$ cat config.mk
export PLATFORM = sky130hd
export DESIGN_NAME = enemy_slot_scheduler
export DESIGN_NICKNAME = d
export VERILOG_FILES = /design/src/rtl/enemy_slot_scheduler.sv
export SDC_FILE = /design/constraint.sdc
export NUM_CORES = 1
export LEC_CHECK = 0
export BUFFER_PORTS_ARGS = -buffer_cell sky130_fd_sc_hd__buf_2
export CAP_MARGIN = 15
export CORE_UTILIZATION = 30
export CTS_BUF_LIST = sky130_fd_sc_hd__clkbuf_4 sky130_fd_sc_hd__clkbuf_8 sky130_fd_sc_hd__clkbuf_16
export CTS_CLUSTER_DIAMETER = 200
export DETAILED_ROUTE_END_ITERATION = 7
export PLACE_DENSITY_LB_ADDON = 0.12
export SYNTH_ARGS = -nofsm -noshare
export SYNTH_HDL_FRONTEND = slang
export SYNTH_SLANG_ARGS = --single-unit
export TNS_END_PERCENT = 30
$ cat constraint.sdc
create_clock -name clk -period 4.1 [get_ports clk]
set_clock_uncertainty 0.15 [all_clocks]
set_input_delay 0.205 -clock clk [delete_from_list [all_inputs] [get_ports clk]]
set_output_delay 0.205 -clock clk [all_outputs]
set_load 0.02 [all_outputs]
$ cat src/rtl/enemy_slot_scheduler.sv
// Enemy slot scheduler: spawns, moves and retires enemies on fixed lanes, and
// time-shares the single enemy bitmap drawer by picking the covering slot per pixel.
module enemy_slot_scheduler #(
   parameter int unsigned NUM_ENEMIES  = 4,
   parameter int unsigned ENEMY_W      = 32,
   parameter int unsigned ENEMY_H      = 32,
   parameter int unsigned START_X      = 0,
   parameter int unsigned END_X        = 608,
   parameter int unsigned LANE_Y0      = 64,
   parameter int unsigned LANE_PITCH   = 96,
   parameter int unsigned SPAWN_PERIOD = 60,
   parameter int unsigned SPEED        = 2
) (
   input  logic                   clk,
   input  logic                   reset,
   input  logic                   startOfFrame,
   input  logic                   enable,
   input  logic [10:0]            pixelX,
   input  logic [10:0]            pixelY,
   input  logic                   hitValid,
   input  logic [2:0]             hitIndex,
   output logic [10:0]            offsetX,
   output logic [10:0]            offsetY,
   output logic                   InsideRectangle,
   output logic [NUM_ENEMIES-1:0] activeMask,
   output logic [3:0]             aliveCount,
   output logic                   escapePulse,
   output logic                   killPulse
);

   localparam int unsigned IdxW = $clog2(NUM_ENEMIES);
   localparam int unsigned CntW = (SPAWN_PERIOD > 1) ? $clog2(SPAWN_PERIOD) : 1;

   logic [NUM_ENEMIES-1:0] moving_q, moving_d;
   logic [10:0]            x_q [NUM_ENEMIES];
   logic [10:0]            x_d [NUM_ENEMIES];
   logic [CntW-1:0]        frame_cnt_q, frame_cnt_d;
   logic [3:0]             alive_q, alive_d;
   logic                   escape_q, kill_q, kill_d;
   logic [NUM_ENEMIES-1:0] escape_vec;
   logic [10:0]            off_x_q, off_x_d, off_y_q, off_y_d;
   logic                   inside_q, inside_d;

   logic                   tick;
   logic                   spawned;
   logic [11:0]            nx;
   logic [11:0]            lane_y;
   logic [IdxW-1:0]        hit_idx;
   logic                   hit_ok;
   logic                   unused_hit_bits;

   assign tick            = startOfFrame & enable;
   assign hit_idx         = hitIndex[IdxW-1:0];
   assign hit_ok          = int'(hit_idx) < int'(NUM_ENEMIES);
   assign unused_hit_bits = ^hitIndex;

   always_comb begin
      moving_d    = moving_q;
      x_d         = x_q;
      frame_cnt_d = frame_cnt_q;
      escape_vec  = '0;
      kill_d      = 1'b0;
      spawned     = 1'b0;
      nx          = '0;
      alive_d     = '0;

      if (tick) begin
         for (int i = 0; i < int'(NUM_ENEMIES); i++) begin
            if (moving_q[i]) begin
               nx = {1'b0, x_q[i]} + 12'(SPEED);
               if (nx >= 12'(END_X)) begin
                  moving_d[i]   = 1'b0;
                  escape_vec[i] = 1'b1;
               end else begin
                  x_d[i] = nx[10:0];
               end
            end
         end
         // Spawn looks only at pre-tick state so a slot that just escaped stays free.
         if (frame_cnt_q == CntW'(SPAWN_PERIOD - 1)) begin
            frame_cnt_d = '0;
            for (int i = 0; i < int'(NUM_ENEMIES); i++) begin
               if (!spawned && !moving_q[i]) begin
                  moving_d[i] = 1'b1;
                  x_d[i]      = 11'(START_X);
                  spawned     = 1'b1;
               end
            end
         end else begin
            frame_cnt_d = frame_cnt_q + CntW'(1);
         end
      end

      // A hit overrides an escape on the same slot.
      if (hitValid && hit_ok && moving_q[hit_idx]) begin
         moving_d[hit_idx]   = 1'b0;
         escape_vec[hit_idx] = 1'b0;
         kill_d              = 1'b1;
      end

      for (int i = 0; i < int'(NUM_ENEMIES); i++) begin
         alive_d = alive_d + 4'(moving_d[i]);
      end
   end

   always_comb begin
      inside_d = 1'b0;
      off_x_d  = '0;
      off_y_d  = '0;
      lane_y   = '0;
      for (int i = 0; i < int'(NUM_ENEMIES); i++) begin
         lane_y = 12'(LANE_Y0 + LANE_PITCH * unsigned'(i));
         if (!inside_d && moving_q[i] &&
             ({1'b0, pixelX} >= {1'b0, x_q[i]}) &&
             ({1'b0, pixelX} <  {1'b0, x_q[i]} + 12'(ENEMY_W)) &&
             ({1'b0, pixelY} >= lane_y) &&
             ({1'b0, pixelY} <  lane_y + 12'(ENEMY_H))) begin
            inside_d = 1'b1;
            off_x_d  = pixelX - x_q[i];
            off_y_d  = pixelY - lane_y[10:0];
         end
      end
   end

   always_ff @(posedge clk or posedge reset) begin
      if (reset) begin
         moving_q    <= '0;
         frame_cnt_q <= '0;
         alive_q     <= '0;
         escape_q    <= 1'b0;
         kill_q      <= 1'b0;
         off_x_q     <= '0;
         off_y_q     <= '0;
         inside_q    <= 1'b0;
         for (int i = 0; i < int'(NUM_ENEMIES); i++) begin
            x_q[i] <= '0;
         end
      end else begin
         moving_q    <= moving_d;
         frame_cnt_q <= frame_cnt_d;
         alive_q     <= alive_d;
         escape_q    <= |escape_vec;
         kill_q      <= kill_d;
         off_x_q     <= off_x_d;
         off_y_q     <= off_y_d;
         inside_q    <= inside_d;
         for (int i = 0; i < int'(NUM_ENEMIES); i++) begin
            x_q[i] <= x_d[i];
         end
      end
   end

   assign activeMask      = moving_q;
   assign aliveCount      = alive_q;
   assign escapePulse     = escape_q;
   assign killPulse       = kill_q;
   assign offsetX         = off_x_q;
   assign offsetY         = off_y_q;
   assign InsideRectangle = inside_q;

endmodule

## Yosys cells after proc, flatten, opt, wreduce, memory -nomap -nowiden

Index checks and enable logic that the tools add are counted.

| word-level totals | value |
|---|---|
| register bits after elaboration | 83 |
| latch bits | 0 |
| RAM bits | 0 |
| bits in read-only memories | 0 |
| input bits | 30 |
| output and inout bits | 33 |
| logic and storage cells | 158 |
| memories | 0 |

| cells by class | value |
|---|---|
| add/subtract/negate cells | 20 |
| multipliers | 0 |
| div/mod/pow operators | 0 |
| magnitude comparators | 22 |
| equality and inequality tests | 1 |
| shifts and indexed selects | 0 |
| multiplexer cells | 65 |
| bitwise gates (word level) | 4 |
| reductions and logical operators | 34 |

Operators with widths:

| operator | number |
|---|---|
| $mux 11 | 20 |
| $add 11x2->12 const B | 4 |
| $add 11x6->12 const B | 4 |
| $ge 12x10->1 const B | 4 |
| $lt 11x12->1 | 4 |
| $ge 11x11->1 | 4 |
| $mux 44 | 1 |
| $sub 11x11->11 | 4 |
| $mux 1 | 36 |
| $logic_and 1x1->1 | 24 |
| $ge 11x9->1 const B | 2 |
| $lt 11x9->1 const B | 2 |
| $sub 11x9->11 const B | 2 |
| $mux 4 | 5 |
| $ge 11x7->1 const B | 1 |
| $ge 11x8->1 const B | 1 |
| $lt 11x7->1 const B | 1 |
| $lt 11x8->1 const B | 1 |
| $sub 11x7->11 const B | 1 |
| $sub 11x8->11 const B | 1 |
| $logic_not 1->1 | 9 |
| $and 4x4->4 | 2 |
| $add 6x1->6 const B | 1 |
| $eq 6x6->1 const B | 1 |
| other kinds (11) | 11 |

## Depth between registers and ports, before layout

Gate-level depths: netlist (run 1).

| depth | value |
|---|---|
| depth in word-level cells | 27 |
| gate-level depth with buffers | 13 |
| gate-level depth less buffers | 11 |

## Worst setup path before layout (run 1)

OpenSTA, ideal clock, no wires.

| path | value |
|---|---|
| path type | register -> register |
| from | register frame_cnt_q[0] |
| to | register alive_q[1] (netlist: aliveCount[1]) |
| library setup time | 0.126 ns |
| arrival | 2.985 ns |
| required time | 3.824 ns |
| path slack | 0.839 ns |
| stages on the path, launching flop included | 11 |
| path buffers | 1 |
| period minus slack after synthesis | 3.261 ns |
| path through | dfrtp_1 ha_1 or3b_1 or4b_1 buf_2 nor2_1 nor2_1 a21oi_1 fa_1 ha_1 ha_1 |

| between the ends | value |
|---|---|
| elaborated cells between the ends (all ways) | 8 |
| classes of those cells | add/sub (3); eq/ne (1); mux (3); bitwise (1) |

RTL lines:

| element | line | text |
|---|---|---|
| start, declared | 37 | `logic [CntW-1:0] frame_cnt_q, frame_cnt_d;` |
| start signal, assigned | 140 | `frame_cnt_q <= frame_cnt_d;` |
| $eq 6x6->1 * | 80 | `if (frame_cnt_q == CntW'(SPAWN_PERIOD - 1)) begin` |
| $mux 4 * | 80 |  |
| $mux 4 * | 67 | `if (tick) begin` |
| $and 4x4->4 (no line) | -- |  |
| $mux 4 * | 95 | `if (hitValid && hit_ok && moving_q[hit_idx]) begin` |
| via moving_d[3] | 34 | `logic [NUM_ENEMIES-1:0] moving_q, moving_d;` |
| $add 3x1->4 * | 102 | `alive_d = alive_d + 4'(moving_d[i]);` |
| via alive_d[1] | 38 | `logic [3:0] alive_q, alive_d;` |
| end signal, assigned | 141 | `alive_q <= alive_d;` |
| end, declared | 38 |  |

The timed path passes the listed nets; every way through them passes the cells marked *.
A chain may end at the register's enable or synchronous reset.

## Worst setup path after layout (run 1)

| path | value |
|---|---|
| from | register x_q[39] in the netlist's numbering |
| to | register alive_q[1] (netlist: aliveCount[1]) |

| between the ends | value |
|---|---|
| word-level cells in the longest chain between the ends | 12 |

RTL lines:

| element | line | text |
|---|---|---|
| start, declared | 35 | `logic [10:0] x_q [NUM_ENEMIES];` |
| start signal, assigned by index | 148 | `x_q[i] <= x_d[i];` |
| $add 11x2->12 * | 70 | `nx = {1'b0, x_q[i]} + 12'(SPEED);` |
| $ge 12x10->1 * | 71 | `if (nx >= 12'(END_X)) begin` |
| $mux 1 * | 71 |  |
| $mux 1 * | 69 | `if (moving_q[i]) begin` |
| $mux 1 | 83 | `if (!spawned && !moving_q[i]) begin` |
| $mux 4 * | 80 |  |
| $mux 4 * | 67 |  |
| $and 4x4->4 (no line) | -- |  |
| $mux 4 * | 95 |  |
| via moving_d[0] | 34 |  |
| $add 1x1->2 * | 102 |  |
| $add 2x1->3 * | 102 |  |
| $add 3x1->4 * | 102 |  |
| via alive_d[1] | 38 |  |

Marks and branches as above.

==> flow_metrics.py, run 1 <==
metrics = {
    "outcome": {
        "outcome": "finished clean",
    },
    "yosys": {
        "netlist.area_leader.share": 0.254,
        "synth_cell_types": 82,
        "synthArstFlopShare": 1.00,
        "syn_inst": 919,
        "yosys-top-cells-count": "85 x ha_1, 78 x dfrtp_1, 70 x inv_1",
        "synth_area_um2": 7690,
        "yosysSeqAreaShare": 0.254,
        "postSynthRegisterBits": 78,
        "ys.warnings.count": 0,
        "postSynthAreaPerCell_um2": 8.37,
        "yosysMostFrequentCell": "ha_1",
        "synth_area_leaders": "dfrtp_1 25%, ha_1 14%, xnor2_1 4.2%",
        "synthFlopType": "dfrtp_1",
        "yosysTopAreaCell": "dfrtp_1",
        "synth_edf_count": 0,
    },
    "job": {
        "cap_violations": 0,
    },
    "timing": {
        "rsz0062_at_grt": "no",
        "fin_crit_ns": 3.55,
        "relSlewSlack": 0.365,
        "finalSetupViolCount": 0,
        "finalSetupTns_ns": 0,
        "slew_violations": 0,
        "hold_viol": 0,
        "clock.fmax_mhz": 281,
        "period_share": 0.867,
        "worst_pin_slew_ns": 0.952,
    },
    "hold_path": {
        "hold_class": "primary input to flip-flop",
    },
    "die": {
        "core_area_um2": 25200,
        "die_h_um": 162,
        "die_area_um2": 26300,
        "start_util": 0.305,
        "die_w_um": 162,
        "rows": 58,
        "ios": 63,
    },
    "global_routing": {
        "grt_antenna_before_repair": 0,
        "track_usage": 0.191,
        "globalRouteOverflowTotal": 0,
        "grt_pass1_wl_um": 38600,
        "grt_max_degree": 48,
        "grt_pass1_vias": 6646,
    },
    "layout": {
        "n_antenna_cell": 0,
        "final_net_count": 1098,
        "multiInputGateArea_um2": 5320,
        "design_area_um2": 8740,
        "area_delta_synth_final_pct": 13.6,
        "fill_cells": 2639,
        "regArea_um2": 1950,
        "drive_gt1_frac": 0.117,
    },
    "placement": {
        "gp_congestion": 0.867,
        "dp_hpwl_um": 19200,
        "dpl_cell_area_um2": 8360,
        "port_buffers": 60,
    },
    "setup_path": {
        "cp_num_buf_inv": 0,
        "cpPeakStageDelay_ns": 0.48,
        "cp.arrival_ns": 3.65,
        "crit_path_cell_trace": "ha_1, and3_1, nor4_1, nor3_1, o211ai_1, a31oi_1, fa_1, ha_1, ha_1",
        "slowest_stage": "dfrtp_1",
        "worst-endpoint-required_ns": 4.19,
        "crit_path_end_kind": "flip-flop",
        "cp-start-kind": "flip-flop",
        "cpMostUsedCell": "ha_1",
        "crit_fanout": 8,
        "cp_top_family": "adder cells",
        "crit_type": "flip-flop to flip-flop",
    },
    "drt": {
        "firstDrtPassIters": 5,
        "drc": 0,
        "first_iter_violations": 473,
        "num_vias": 7156,
        "viasPerCell": 5.45,
        "routed_wl_um": 24700,
        "wl_per_cell_um": 18.8,
        "postRouteAntennaNets": 0,
    },
    "pwr": {
        "irDropWorstVdd_mv": 0.162,
        "powerDensity_nw_per_um2": 252,
        "leakage_nw": 3.78,
    },
    "cts": {
        "clkSlewWorstSetupHoldPaths_ns": 0.07,
        "cts_max_path_buffers": 2,
        "cts_made_buffers": 9,
        "clkSinkCount": 78,
        "worstSkewPairLatency_ns": 0.36,
        "hold_buffers": 8,
        "ctsRootBufferMaster": "clkbuf_16",
        "cts_setup_buffers": 0,
        "htreeDepth": 3,
        "post_cts_resized": 0,
        "cts_tree": "built",
    },
}
## cell families (layout without fill, tap and decap cells)
kind of cell,after synthesis,in the layout,share of synthesized area
AND/OR/NAND/NOR,305,305,0.213
other,2,5,0.000977
buffers and inverters,108,169,0.0563
AO/OA/AOI/OAI,272,272,0.247
adder cells (fa/ha/maj),90,90,0.151
XOR/XNOR,48,48,0.0547
multiplexers,16,16,0.0226
flip-flops,78,78,0.254
## where the power goes
part           switching (mW)  internal [mW]  total [mW]  leakage, nW
combinational           0.302          0.205       0.506         2.61
sequential             0.0510          0.802       0.853         1.03
clock                   0.367          0.473       0.841        0.142
total                   0.720           1.48        2.20         3.78
## area by class of cell
class | instances | share of cell area
Tap cell | 330 | 0.0473
Multi-Input combinational cell | 736 | 0.609
Clock inverter | 7 | 0.00831
Sequential cell | 78 | 0.223
Clock buffer | 9 | 0.0258
Timing Repair Buffer | 83 | 0.0564
Inverter | 70 | 0.0302
## per-layer routing
metal	vias to the layer above	part of all wire	GRT usage	routed length, um
met2	192	0.42	0.281	10400
met5	-	0	0	0
met4	0	0.020	0.0622	492
met1	3376	0.52	0.287	12800
li1	3564	-	-	-
met3	24	0.040	0.0230	983
## final timing paths
kind	startpoint	endpoint	slack, ns	cells after the start
setup / recovery	x_q[39]	aliveCount[1]	0.55	9
hold / removal	pixelY[5]	offsetY[5]	0.04	2
setup reg to reg	x_q[39]	aliveCount[1]	0.55	9
hold reg to reg	frame_cnt_q[4]	frame_cnt_q[4]	0.38	1
max in group asynchronous	reset	x_q[43]	2.39	4
min in group asynchronous	reset	escapePulse	0.42	3
## sequential cells by signal, summed over array words and instances, names as in the netlist
| name | cells |
|---|---|
| InsideRectangle | 1 |
| activeMask | 4 |
| aliveCount | 3 |
| escapePulse | 1 |
| frame_cnt_q | 6 |
| killPulse | 1 |
| offsetX | 11 |
| offsetY | 11 |
| x_q | 40 |
## per-stage QoR
stage          hold WS [ns]  utilization  power [mW]  cells  setup slack [ns]
2_1_floorplan         0.167            -        1.22    922             0.839
3_3_place_gp          0.291        0.332        1.37   1289             0.550
3_5_place_dp          0.291        0.332        1.36   1289             0.548
4_1_cts              0.0338        0.347        2.22   1313             0.520
5_1_grt              0.0675        0.347        2.32   1313             0.325
6_report             0.0398        0.347        2.20   1313             0.546
## worst register-to-register path: stages, from the launching register on
cell	delay, ns
dfrtp_1	0.48
ha_1	0.37
and3_1	0.34
nor4_1	0.08
nor3_1	0.30
o211ai_1	0.35
a31oi_1	0.42
fa_1	0.47
ha_1	0.21
ha_1	0.27
## cell usage in the layout (no fill, tap or decap), types with 19 or more instances in the layout
cell type	n
a21o_1	22
a21oi_1	53
a31oi_1	24
buf_2	60
dfrtp_1	78
ha_1	85
inv_1	69
nand2_1	54
nand3_1	33
nand4_1	19
nor2_1	56
nor3_1	35
o211ai_1	19
o21ai_0	46
xnor2_1	37
Note: power is estimated with default switching activity, not from simulation.
==> inputs of run 2 (changes only) <==
==> constraint.sdc (replaced) <==
create_clock -name clk -period 3.4 [get_ports clk]
set_clock_uncertainty 0.15 [all_clocks]
set_input_delay 0.17 -clock clk [delete_from_list [all_inputs] [get_ports clk]]
set_output_delay 0.17 -clock clk [all_outputs]
set_load 0.02 [all_outputs]
==> run 2 against run 1 <==
  * Fmax up 11%
  * Via count up 3.3%
  * Sequential share of layout area down 1.1 points
  * Count of clock-buffer cells in the layout up 1
  * Routed wire length up 2.7%
==> flow_metrics.py, run 2 (synthesis results as in run 1) <==
metrics = {
    "outcome": {
        "outcome": "finished clean",
    },
    "drt": {
        "first_iter_violations": 556,
        "routed_wl_um": 25300,
        "postRouteAntennaNets": 0,
        "drc": 0,
        "firstDrtPassIters": 7,
        "num_vias": 7395,
        "viasPerCell": 5.44,
        "wl_per_cell_um": 18.6,
    },
    "setup_path": {
        "slowest_stage": "fa_1",
        "crit_path_end_kind": "flip-flop",
        "cp_num_buf_inv": 3,
        "crit_cells": 12,
        "cpPeakStageDelay_ns": 0.47,
        "reg2reg_slack_ns": 0.19,
        "crit_path_cell_trace": "ha_1, and3_1, buf_4, nand3_1, o211ai_1, o211ai_1, buf_4, a31oi_1, buf_4, fa_1, ha_1, ha_1",
        "worst-endpoint-required_ns": 3.50,
        "crit_fanout": 5,
        "cp-start-kind": "flip-flop",
        "reg2reg_depth": 12,
        "crit_path_start": "x_q[38]",
        "rr_endpoint": "aliveCount[1]",
        "cp_top_family": "adder cells",
        "reg2reg_from": "x_q[38]",
        "cp-endpoint": "aliveCount[1]",
        "crit_type": "flip-flop to flip-flop",
        "cp.arrival_ns": 3.31,
    },
    "placement": {
        "dp_slack_ns": 0.105,
        "port_buffers": 60,
        "dp_hpwl_um": 19800,
        "dp.cells": 1334,
        "gp_congestion": 0.879,
    },
    "global_routing": {
        "use_met1": 0.291,
        "track_usage": 0.198,
        "grt_antenna_before_repair": 1,
        "grt.busiest_layer": "met2",
        "met2_usage": 0.300,
        "grt_pass1_wl_um": 40000,
        "globalRouteOverflowTotal": 0,
        "grt_max_degree": 44,
        "met3_usage": 0.0207,
        "grt_pass1_vias": 7030,
    },
    "timing": {
        "finalSetupTns_ns": 0,
        "postLayoutSetupSlackWorst_ns": 0.191,
        "rsz0062_at_grt": "no",
        "fin_hold_ws_ns": 0.0126,
        "hold_viol": 0,
        "relSlewSlack": 0.462,
        "worst_pin_slew_ns": 0.787,
        "clock.fmax_mhz": 312,
        "fin_crit_ns": 3.21,
        "period_share": 0.944,
        "finalSetupViolCount": 0,
        "slew_violations": 0,
    },
    "cts": {
        "cts_max_path_buffers": 2,
        "ctsRootBufferMaster": "clkbuf_16",
        "worstSkewPairLatency_ns": 0.36,
        "clkSlewWorstSetupHoldPaths_ns": 0.07,
        "htreeDepth": 3,
        "cts_made_buffers": 9,
        "clkSinkCount": 78,
        "cts_tree": "built",
    },
    "pwr": {
        "powerDensity_nw_per_um2": 310,
        "leakage_nw": 4.04,
        "finalPower_mw": 2.85,
        "irDropWorstVdd_mv": 0.202,
    },
    "layout": {
        "final_net_count": 1145,
        "n_antenna_cell": 0,
        "fin_cells": 1360,
        "fill_cells": 2633,
        "area_delta_synth_final_pct": 19.5,
        "final_cell_mix": "84 x ha_1, 78 x dfrtp_1, 69 x inv_1",
        "largest_register": "x_q",
        "final_common_cell": "ha_1",
        "largest_reg_flops": 40,
        "drive_gt1_frac": 0.164,
    },
    "die": {
        "die_w_um": 162,
        "start_util": 0.305,
        "core_area_um2": 25200,
        "die_h_um": 162,
        "rows": 58,
        "die_area_um2": 26300,
        "ios": 63,
    },
    "hold_path": {
        "hold_depth": 4,
        "hold_class": "primary input to flip-flop",
    },
    "job": {
        "cap_violations": 0,
    },
}
run 2: final cells by class:
class,instances,area (um^2),share of cell area
multi-input combinational,737,5380,0.585
sequential,78,1950,0.212
timing repair buffer,129,841,0.0915
tap,330,413,0.0449
inverter,70,264,0.0287
clock buffer,10,233,0.0253
clock inverter,6,110,0.0120
run 2: timing repair:
item                                   4_1_cts  5_1_grt
setup buffers                                0        0
endpoints found under the hold margin       27        0
resized for setup                            0       10
hold buffers                                 9        0
setup endpoints to repair                    0       11
run 2: worst min path at each step:
stage	end	slack [ns]	start
detailed placement	escapePulse	0.02	reset
CTS	offsetY[10]	0.002	pixelY[10]
floorplan	offsetY[5]	0.13	pixelY[5]
global route	offsetY[6]	0.06	pixelY[6]
finish	offsetY[10]	0.01	pixelY[10]
global placement	escapePulse	0.03	reset
run 2: metrics by stage:
stage	cell area, um^2	utilization
after detailed placement	8700	0.345
after CTS	9130	0.363
final	9190	0.365
after global placement	8700	0.345
after global routing	9190	0.365
after floorplan	7700	-
run 2: power by group:
| group | switching (mW) | leakage, nW | internal (mW) |
|---|---|---|---|
| logic | 0.399 | 2.85 | 0.280 |
| clock network | 0.438 | 0.162 | 0.725 |
| registers | 0.0426 | 1.03 | 0.968 |
run 2: routing by layer:
layer	part of all wire	routed length (um)	vias up
met5	0	0	-
met4	0.022	546	0
li1	-	-	3675
met1	0.51	12900	3492
met3	0.043	1090	23
met2	0.43	10800	205
run 2: worst register-to-register path: stages (launching register included):
cell and delay, ns:
dfrtp_1 0.43, ha_1 0.29, and3_1 0.27, buf_4 0.16, nand3_1 0.08, o211ai_1 0.11, o211ai_1 0.21, buf_4 0.19
a31oi_1 0.10, buf_4 0.17, fa_1 0.47, ha_1 0.22, ha_1 0.26
==> inputs of run 3 (changes only) <==
--- a/config.mk
+++ b/config.mk
@@ -5,6 +5,7 @@
 export SDC_FILE = /design/constraint.sdc
 export NUM_CORES = 1
 export LEC_CHECK = 0
+export ABC_AREA = 1
 export BUFFER_PORTS_ARGS = -buffer_cell sky130_fd_sc_hd__buf_2
 export CAP_MARGIN = 15
 export CORE_UTILIZATION = 30
==> run 3 against run 2 <==
  * Sequential power increased by 26%
  * Non-clock buffer count decreased by 44
  * Sequential share of layout area increased by 0.35 points
  * Area after synthesis increased by 3.3%
  * Sequential cell count unchanged
  * Critical path type unchanged
  * Highest routed layer unchanged
==> flow_metrics.py, run 3 <==
metrics = {
    "timing": {
        "finalSetupViolCount": 0,
        "hold_viol": 0,
        "worst_pin_slew_ns": 0.897,
        "period_share": 0.900,
        "clock.fmax_mhz": 327,
        "rsz0062_at_grt": "no",
        "fin_crit_ns": 3.06,
        "finalSetupTns_ns": 0,
        "postLayoutSetupSlackWorst_ns": 0.341,
        "relSlewSlack": 0.402,
        "slew_violations": 0,
    },
    "layout": {
        "final_net_count": 1394,
        "fill_cells": 2881,
        "final_common_cell": "nand2_1",
        "n_antenna_cell": 0,
        "largest_reg_flops": 40,
        "largest_register": "x_q",
        "drive_gt1_frac": 0.0970,
        "final_cell_mix": "330 x nand2_1, 164 x inv_1, 126 x nor2_1",
        "multiInputGateArea_um2": 5230,
        "area_delta_synth_final_pct": 13.8,
        "regArea_um2": 1950,
    },
    "die": {
        "start_util": 0.306,
        "die_area_um2": 27100,
        "die_h_um": 165,
        "ios": 63,
        "rows": 59,
        "core_area_um2": 26000,
        "die_w_um": 165,
    },
    "global_routing": {
        "grt_max_degree": 49,
        "grt_antenna_before_repair": 0,
        "track_usage": 0.191,
        "grt_pass1_wl_um": 39300,
        "globalRouteOverflowTotal": 0,
        "grt_pass1_vias": 7155,
    },
    "yosys": {
        "yosysTopAreaCell": "dfrtp_1",
        "yosys-top-cells-count": "331 x nand2_1, 165 x inv_1, 126 x nor2_1",
        "yosysMostFrequentCell": "nand2_1",
        "synth_edf_count": 0,
        "synth_area_leaders": "dfrtp_1 25%, nand2_1 16%, ha_1 13%",
        "synth_area_um2": 7940,
        "syn_inst": 1196,
        "yosysSeqAreaShare": 0.246,
        "synth_cell_types": 47,
        "ys.warnings.count": 0,
        "synthArstFlopShare": 1.00,
        "postSynthAreaPerCell_um2": 6.64,
        "postSynthRegisterBits": 78,
        "netlist.area_leader.share": 0.246,
        "synthFlopType": "dfrtp_1",
    },
    "drt": {
        "viasPerCell": 4.69,
        "firstDrtPassIters": 5,
        "routed_wl_um": 25000,
        "num_vias": 7560,
        "drc": 0,
        "wl_per_cell_um": 15.5,
        "first_iter_violations": 485,
        "postRouteAntennaNets": 0,
    },
    "setup_path": {
        "crit_path_start": "x_q[38]",
        "reg2reg_slack_ns": 0.34,
        "cpMostUsedCell": "ha_1",
        "cp.arrival_ns": 3.15,
        "cp_top_family": "adder cells",
        "crit_path_cell_trace": "ha_1, nand3_2, xor2_1, o21ai_1, nand2_1, nand4_1, nand2_2, o21ai_0, inv_1, fa_1, ha_1, ha_1",
        "cp_num_buf_inv": 1,
        "crit_type": "flip-flop to flip-flop",
        "cpPeakStageDelay_ns": 0.51,
        "cp-endpoint": "aliveCount[1]",
        "reg2reg_from": "x_q[38]",
        "rr_endpoint": "aliveCount[1]",
        "crit_path_end_kind": "flip-flop",
        "crit_fanout": 6,
        "reg2reg_depth": 12,
        "cp-start-kind": "flip-flop",
        "slowest_stage": "fa_1",
        "crit_cells": 12,
        "worst-endpoint-required_ns": 3.49,
    },
    "cts": {
        "cts_made_buffers": 9,
        "worstSkewPairLatency_ns": 0.36,
        "cts_max_path_buffers": 2,
        "ctsRootBufferMaster": "clkbuf_16",
        "htreeDepth": 3,
        "clkSlewWorstSetupHoldPaths_ns": 0.07,
        "clkSinkCount": 78,
        "cts_tree": "built",
    },
    "placement": {
        "dp_hpwl_um": 20300,
        "port_buffers": 60,
        "gp_congestion": 0.887,
        "dp_slack_ns": 0.243,
    },
    "pwr": {
        "powerDensity_nw_per_um2": 465,
        "irDropWorstVdd_mv": 0.237,
        "leakage_nw": 4.79,
    },
    "outcome": {
        "outcome": "finished clean",
    },
    "hold_path": {
        "hold_class": "primary input to flip-flop",
    },
    "job": {
        "cap_violations": 0,
    },
}
==> run 3: worst min-delay path by stage <==
stage          slack (ns)       start          end  cells after the start
2_1_floorplan        0.13   pixelX[0]   offsetX[0]                      2
3_3_place_gp         0.23       reset      x_q[18]                      2
3_5_place_dp         0.23       reset      x_q[18]                      2
4_1_cts              0.07  pixelY[10]  offsetY[10]                      5
5_1_grt              0.12  pixelY[10]  offsetY[10]                      5
6_report             0.07  pixelY[10]  offsetY[10]                      5
==> run 3: cell type report <==
type | instances | share of cell area
clock buffer | 12 | 0.0288
tap | 335 | 0.0464
inverter | 168 | 0.0699
clock inverter | 3 | 0.00484
multi-input combinational | 932 | 0.578
timing repair buffer | 85 | 0.0562
sequential | 78 | 0.216
==> run 3: metrics by stage <==
| stage | utilization | hold WS [ns] | area [um^2] | cells | power [mW] |
|---|---|---|---|---|---|
| after floorplan | - | 0.126 | 7960 | 1199 | 2.62 |
| after global placement | 0.332 | 0.232 | 8640 | 1588 | 3.17 |
| after detailed placement | 0.332 | 0.229 | 8640 | 1588 | 3.16 |
| after CTS | 0.347 | 0.0672 | 9020 | 1611 | 4.24 |
| after global routing | 0.348 | 0.124 | 9040 | 1613 | 4.56 |
| final | 0.348 | 0.0705 | 9040 | 1613 | 4.20 |
==> run 3: timing repair <==
action / 4_1_cts / 5_1_grt
buffers inserted: 0 / 2
hold endpoints to repair: 53 / 0
gates resized for setup: 0 / 2
endpoints found under the setup margin: 0 / 2
hold buffers: 8 / 0
==> run 3: cell families after synthesis <==
family / after synthesis / share of synthesized area
fa+ha+maj: 90 / 0.146
other cells: 2 / 0.000945
compound gates: 170 / 0.120
xor+xnor: 50 / 0.0551
flops: 78 / 0.246
buf+inv: 189 / 0.0983
simple gates: 617 / 0.333
==> run 3: per-layer routing <==
layer | vias up | global-route usage | wire (um)
met2 | 144 | 0.304 | 10900
met5 | - | 0 | 0
met1 | 3379 | 0.271 | 12900
li1 | 4023 | - | -
met4 | 0 | 0.0417 | 303
met3 | 14 | 0.0266 | 903
==> run 3: worst register-to-register path: stages, from the launching register on <==
cell and delay, ns:
dfrtp_1 0.45, ha_1 0.26, nand3_2 0.11, xor2_1 0.18, o21ai_1 0.17, nand2_1 0.12, nand4_1 0.14, nand2_2 0.09
o21ai_0 0.16, inv_1 0.12, fa_1 0.51, ha_1 0.22, ha_1 0.27
==> run 3: power by group <==
group | internal, mW | switching [mW] | total, mW
clock network | 0.614 | 0.426 | 1.04
registers | 1.07 | 0.196 | 1.27
logic | 0.676 | 1.22 | 1.89
